$ cat src/rtl/clock_set_ctrl.sv
// clock_set_ctrl: mode/adjust sequencer for the sec/min/hour/day/month/year
// counter chain.
//   RUN : forwards tick_s as tick_en and holds run_en high so the counters cascade.
//   SET : freezes the cascade and selects one field. The up/down buttons (press,
//         then hold auto-repeat) become one-cycle step pulses on the en_* line of
//         the selected field, qualified by up/down. The selected field blinks, and
//         the block drops back to RUN after TIMEOUT_S seconds without a press.
// Ports:
//   clk, rst                    clock, synchronous active-high reset
//   tick_ms, tick_s             1 kHz / 1 Hz single-cycle strobes
//   btn_mode, btn_up, btn_down  debounced button levels, high = pressed
//   run_en, tick_en, sec_clr    cascade enable, gated 1 Hz tick, seconds clear
//   en_min..en_yr, up, down     one-hot step pulse and its direction
//   field_sel, field_blank      selected field (0 = RUN), blank selected digits
module clock_set_ctrl #(
  parameter int HOLD_MS   = 500,
  parameter int REPEAT_MS = 150,
  parameter int BLINK_MS  = 250,
  parameter int TIMEOUT_S = 30
) (
  input  logic       clk,
  input  logic       rst,
  input  logic       tick_ms,
  input  logic       tick_s,
  input  logic       btn_mode,
  input  logic       btn_up,
  input  logic       btn_down,
  output logic       run_en,
  output logic       tick_en,
  output logic       sec_clr,
  output logic       en_min,
  output logic       en_hour,
  output logic       en_day,
  output logic       en_mo,
  output logic       en_yr,
  output logic       up,
  output logic       down,
  output logic [2:0] field_sel,
  output logic       field_blank
);

  typedef enum logic [2:0] {
    S_RUN  = 3'd0,
    S_MIN  = 3'd1,
    S_HOUR = 3'd2,
    S_DAY  = 3'd3,
    S_MON  = 3'd4,
    S_YEAR = 3'd5
  } state_t;

  localparam int RPT_MAX = (HOLD_MS > REPEAT_MS) ? HOLD_MS : REPEAT_MS;
  localparam int RW      = $clog2(RPT_MAX + 1);
  localparam int BW      = $clog2(BLINK_MS + 1);
  localparam int IW      = (TIMEOUT_S > 0) ? $clog2(TIMEOUT_S + 1) : 1;
  localparam int IDLE_LAST_I = (TIMEOUT_S > 0) ? TIMEOUT_S - 1 : 0;

  localparam logic [RW-1:0] HOLD_LAST   = RW'(HOLD_MS - 1);
  localparam logic [RW-1:0] REPEAT_LAST = RW'(REPEAT_MS - 1);
  localparam logic [BW-1:0] BLINK_LAST  = BW'(BLINK_MS - 1);
  localparam logic [IW-1:0] IDLE_LAST   = IW'(IDLE_LAST_I);

  state_t        state, nxt_state;
  logic          mode_q, up_q, down_q;
  logic [RW-1:0] rpt_cnt, nxt_rpt;
  logic          rpt_ph, nxt_rpt_ph;   // 0: waiting out HOLD_MS, 1: repeating
  logic [BW-1:0] blink_cnt, nxt_blink;
  logic          blank_q, nxt_blank;
  logic [IW-1:0] idle_cnt, nxt_idle;
  logic          step, step_up, clr_sec;
  logic          mode_p, up_p, down_p;

  assign mode_p = btn_mode & ~mode_q;
  assign up_p   = btn_up   & ~up_q;
  assign down_p = btn_down & ~down_q;

  always_comb begin
    nxt_state  = state;
    nxt_rpt    = rpt_cnt;
    nxt_rpt_ph = rpt_ph;
    nxt_blink  = blink_cnt;
    nxt_blank  = blank_q;
    nxt_idle   = idle_cnt;
    step       = 1'b0;
    step_up    = 1'b0;
    clr_sec    = 1'b0;

    if (mode_p) begin
      // Mode press wins over any up/down activity in the same cycle.
      case (state)
        S_RUN:   begin nxt_state = S_MIN; clr_sec = 1'b1; end
        S_MIN:   nxt_state = S_HOUR;
        S_HOUR:  nxt_state = S_DAY;
        S_DAY:   nxt_state = S_MON;
        S_MON:   nxt_state = S_YEAR;
        default: nxt_state = S_RUN;
      endcase
      nxt_rpt    = '0;
      nxt_rpt_ph = 1'b0;
      nxt_blink  = '0;
      nxt_blank  = 1'b0;
      nxt_idle   = '0;
    end else if (state != S_RUN) begin
      // Step generation: only while exactly one direction button is held.
      if (btn_up == btn_down) begin
        nxt_rpt    = '0;
        nxt_rpt_ph = 1'b0;
      end else if (up_p || down_p) begin
        step       = 1'b1;
        step_up    = up_p;
        nxt_rpt    = '0;
        nxt_rpt_ph = 1'b0;
      end else if (tick_ms) begin
        if (rpt_cnt == (rpt_ph ? REPEAT_LAST : HOLD_LAST)) begin
          step       = 1'b1;
          step_up    = btn_up;
          nxt_rpt    = '0;
          nxt_rpt_ph = 1'b1;
        end else begin
          nxt_rpt = rpt_cnt + 1'b1;
        end
      end

      // Idle timeout; a timeout suppresses a coincident auto-repeat step.
      if (up_p || down_p) begin
        nxt_idle = '0;
      end else if (tick_s && TIMEOUT_S != 0) begin
        if (idle_cnt == IDLE_LAST) begin
          nxt_state = S_RUN;
          nxt_idle  = '0;
          step      = 1'b0;
        end else begin
          nxt_idle = idle_cnt + 1'b1;
        end
      end

      if (nxt_state == S_RUN || step) begin
        nxt_blink = '0;
        nxt_blank = 1'b0;
      end else if (tick_ms) begin
        if (blink_cnt == BLINK_LAST) begin
          nxt_blink = '0;
          nxt_blank = ~blank_q;
        end else begin
          nxt_blink = blink_cnt + 1'b1;
        end
      end
    end else begin
      nxt_rpt    = '0;
      nxt_rpt_ph = 1'b0;
      nxt_blink  = '0;
      nxt_blank  = 1'b0;
      nxt_idle   = '0;
    end
  end

  always_ff @(posedge clk) begin
    if (rst) begin
      state       <= S_RUN;
      mode_q      <= 1'b1;
      up_q        <= 1'b1;
      down_q      <= 1'b1;
      rpt_cnt     <= '0;
      rpt_ph      <= 1'b0;
      blink_cnt   <= '0;
      blank_q     <= 1'b0;
      idle_cnt    <= '0;
      run_en      <= 1'b1;
      tick_en     <= 1'b0;
      sec_clr     <= 1'b0;
      en_min      <= 1'b0;
      en_hour     <= 1'b0;
      en_day      <= 1'b0;
      en_mo       <= 1'b0;
      en_yr       <= 1'b0;
      up          <= 1'b0;
      down        <= 1'b0;
      field_sel   <= '0;
      field_blank <= 1'b0;
    end else begin
      state       <= nxt_state;
      mode_q      <= btn_mode;
      up_q        <= btn_up;
      down_q      <= btn_down;
      rpt_cnt     <= nxt_rpt;
      rpt_ph      <= nxt_rpt_ph;
      blink_cnt   <= nxt_blink;
      blank_q     <= nxt_blank;
      idle_cnt    <= nxt_idle;
      run_en      <= (nxt_state == S_RUN);
      // Only forward ticks that arrive while staying in RUN.
      tick_en     <= tick_s && state == S_RUN && nxt_state == S_RUN;
      sec_clr     <= clr_sec;
      en_min      <= step && state == S_MIN;
      en_hour     <= step && state == S_HOUR;
      en_day      <= step && state == S_DAY;
      en_mo       <= step && state == S_MON;
      en_yr       <= step && state == S_YEAR;
      up          <= step && step_up;
      down        <= step && !step_up;
      field_sel   <= nxt_state;
      field_blank <= nxt_blank;
    end
  end

endmodule

$ cat config.mk
export PLATFORM = sky130hd
export DESIGN_NAME = clock_set_ctrl
export DESIGN_NICKNAME = d
export VERILOG_FILES = /design/src/rtl/clock_set_ctrl.sv
export SDC_FILE = /design/constraint.sdc
export NUM_CORES = 1
export LEC_CHECK = 0
export CORE_AREA = 2 2 59 61
export CTS_BUF_LIST = sky130_fd_sc_hd__clkbuf_8 sky130_fd_sc_hd__clkbuf_16
export DETAILED_ROUTE_END_ITERATION = 10
export DIE_AREA = 0 0 61 63
export PLACE_DENSITY = 0.82
export RECOVER_POWER = 100
export SYNTH_ARGS = -nofsm -noshare
export SYNTH_HDL_FRONTEND = slang
export SYNTH_SLANG_ARGS = --single-unit
$ cat constraint.sdc
create_clock -name clk -period 3.13 [get_ports clk]
set_input_delay 0.313 -clock clk [delete_from_list [all_inputs] [get_ports clk]]
set_output_delay 0.313 -clock clk [all_outputs]
set_load 0.03 [all_outputs]
==> qor.txt <==
Status: completed
Vias per cell: 5.502
Max Buffers Root-to-Sink: 2
# rows: 21
Total track usage: 0.2001
Synth Area in Simple Gates: 0.2581
Clock network fraction of total power: 0.435
Setup crit start kind: primary input
Fmax: 438.4 MHz
Hold Path Class: flip-flop to flip-flop
CTS tree: done
Initial antenna violation count: 0
Sequential area share after synthesis: 0.4336
Clk sinks: 40
Max Cap Violations: 0
Hold Vio Cnt, Final: 0
ANT nets after route: 0
CP endpoint kind: flip-flop
Netlist cell types: 47
Max VDD drop: 0.3196 mV
Fin util: 0.6705
# Post-CTS Setup Buffers: 0
Hold_buf cts: 0
Initial Utilization: 0.5714
Sequential share of power: 0.509
Post-cts repair resize count: 0
Crit-path cells: dlygate4sd3_1 > xor2_1 > and4b_1 > o211ai_1 > nor2_1
Die Wd: 61 um
Clock skew: 6.974 ps
Synth Area in Compound Gates: 0.1328
DRC viols: 0
Final setup vio count: 0
Final Cycle Share: 0.7287
Num CTS Buffers: 5
Adder-Cell Fraction of Synth Area: 0.03388
Least-Margin Pin Slew: 688.7 ps
Synth Net Count: 207
Worst path max stage delay: 640 ps
Pwr dens: 470.5 mW/mm2
H-tree depth: 2
Via count: 1425
NetSw: 0.2224 mW
Crit Path Class: primary input to flip-flop
Footprint of the multi-input gates: 975.9 um2
Synth Instances: 195
Filler cells: 276
Reg area: 800.8 um2
Predominant post-synthesis flop cell: dfxtp_1
Port Buffer Count: 20
Combinational power share: 0.056
Ports: 21
Pre-antenna DRT Iters: 4
RSZ-0062 raised after global routing: no
Synth Cell Area: 0.001847 mm2
Setup TNS: 0 ps
Critical path required time: 3360 ps
Top Family by Delay on Critical Path: buffers and inverters
Iteration-0 DRC Markers: 68
Worst Path Arrival: 2510 ps
Largest family of logic cells by synthesized area: simple AND/OR/NAND/NOR gates
Async SR Flop Fraction: 0
Die Footprint: 0.003843 mm2
Routability cong.: 0.8082
Remaining global-route overflow: 0
Mux cell area share after synthesis: 0.01626
Post-DR wirelength/cell: 13.24 um
Die height: 63 um
First-pass GRT wire length: 5844 um
Syn. warnings: 0
Internal power: 0.7973 mW
Leak: 0.8212 nW
Largest net degree at the start of global routing: 14
Syn_area_per_cell: 9.471 um2
Worst skew pair latency: 290 ps
Final net count: 224
Clk slew on worst S/H paths: 80 ps
Layout area overhead: 17.34%
Routed WL: 3428 um
# diodes: 0
Sw Share: 0.2181
Tmin final: 2281 ps
Hpwl dp: 2482 um
Root Buffer: clkbuf_8
Worst-path maximum fanout: 10
Max_slew headroom: 0.5393
EDFF count, synth: 0
Max Slew Vio Count: 0
Core area: 0.003232 mm2
Slowest CP cell: dlygate4sd3_1
Buffer and inverter count on the worst path: 1
FF+latch count, synth: 40
Share of cells above drive strength 1: 0.07981
Post-Synth XOR/XNOR Area: 0.09417
R2R Setup Slk: 1340 ps
Vias in the first global route: 1356
==> layer usage <==
| layer | wire (um) | track usage |
|---|---|---|
| met5 | 0 | 0 |
| met4 | 50 | 0.07337 |
| met3 | 121 | 0.05590 |
| met2 | 1689 | 0.3360 |
| met1 | 1567 | 0.2361 |
==> worst register-to-register path: stages, from the launching register on <==
cell and delay [ps]:
dfxtp_1 410, or3_1 490, and4b_1 300, o211ai_1 340
nor2_1 120
==> cell usage after synthesis (2+ instances only) <==
master     number  share of area
a2111oi_0       4          0.019
a211oi_1        7          0.028
a21oi_1         2         0.0054
a31oi_1         6          0.020
and2_1          2         0.0068
and4_1          3          0.014
and4b_1         3          0.016
and4bb_2        2          0.014
buf_2           4          0.011
clkbuf_1        4         0.0081
dfxtp_1        40           0.43
ha_1            5          0.034
inv_1           3         0.0061
mux2i_1         3          0.016
nand2_1        10          0.020
nand2b_1        2         0.0068
nand3_1         6          0.016
nand4_1         7          0.024
nor2_1         26          0.053
nor2b_1         7          0.024
nor3_1          5          0.014
or2_2           3          0.010
xnor2_1         9          0.043
xor2_1          9          0.043
==> final cells by class <==
cell class	count	area share
Multi-Input combinational cell	142	0.4503
Sequential cell	40	0.3695
Timing Repair Buffer	20	0.09238
Clock buffer	6	0.03811
Tap cell	46	0.02656
Clock inverter	2	0.01790
Inverter	3	0.005196
==> worst paths after layout <==
kind,from,to,cells past startpoint
max,btn_up,rpt_cnt[5],5
min,idle_cnt[4],idle_cnt[4],2
max reg2reg,state[2],rpt_cnt[5],4
min reg2reg,idle_cnt[4],idle_cnt[4],2
==> cell families after synthesis <==
| group | count (synthesis) |
|---|---|
| mux | 3 |
| xor+xnor | 19 |
| simple gates | 85 |
| fa+ha+maj | 5 |
| buf+inv | 13 |
| compound gates | 30 |
| flops | 40 |
==> state kept, by name, indices dropped and copies added (netlist names) <==
register,flops
blink_cnt,8
tick_en,1
run_en,1
blank_q,1
up_q,1
rpt_cnt,9
mode_q,1
rpt_ph,1
up,1
en_yr,1
idle_cnt,5
down,1
sec_clr,1
en_day,1
en_mo,1
en_min,1
down_q,1
state,3
en_hour,1
==> stage by stage <==
| stage | hold WS (ps) | setup slack (ps) | cell area (um2) | power (mW) | std cells |
|---|---|---|---|---|---|
| final | 517.5 | 849.2 | 2167 | 1.020 | 259 |
| after global placement | 490.9 | 955.9 | 2058 | 0.5880 | 251 |
| after floorplan | 389.7 | 1444 | 1847 | 0.5694 | 195 |
| after CTS | 522.2 | 1179 | 2180 | 1.027 | 259 |
| after detailed placement | 509.6 | 919.6 | 2058 | 0.5902 | 251 |
| after global routing | 549.3 | 713.2 | 2167 | 1.052 | 259 |
==> power groups by stage <==
stage / registers (mW) / logic, mW / clock network (mW)
final: 0.519 / 0.0570 / 0.444
after floorplan: 0.534 / 0.0352 / 0
after global routing: 0.520 / 0.0628 / 0.470
after CTS: 0.519 / 0.0601 / 0.448
after global placement: 0.530 / 0.0579 / 0
after detailed placement: 0.531 / 0.0596 / 0
==> placed cells by master (no fill, tap or decap), types with 2 or more instances in the layout <==
cell type / instances
a31oi_1: 6
nand3_1: 6
nand4_1: 7
nor2b_1: 7
nor2_1: 26
clkbuf_8: 6
nor3_1: 5
or2_2: 3
mux2i_1: 3
and4bb_2: 2
dfxtp_1: 40
inv_1: 3
dlygate4sd3_1: 18
xor2_1: 10
nand2_1: 10
and4b_1: 3
nand2b_1: 2
and4_1: 3
ha_1: 5
clkdlybuf4s50_1: 2
xnor2_1: 9
a211oi_1: 7
a2111oi_0: 4
a21oi_1: 2
Power figures use the tool's default switching activity.
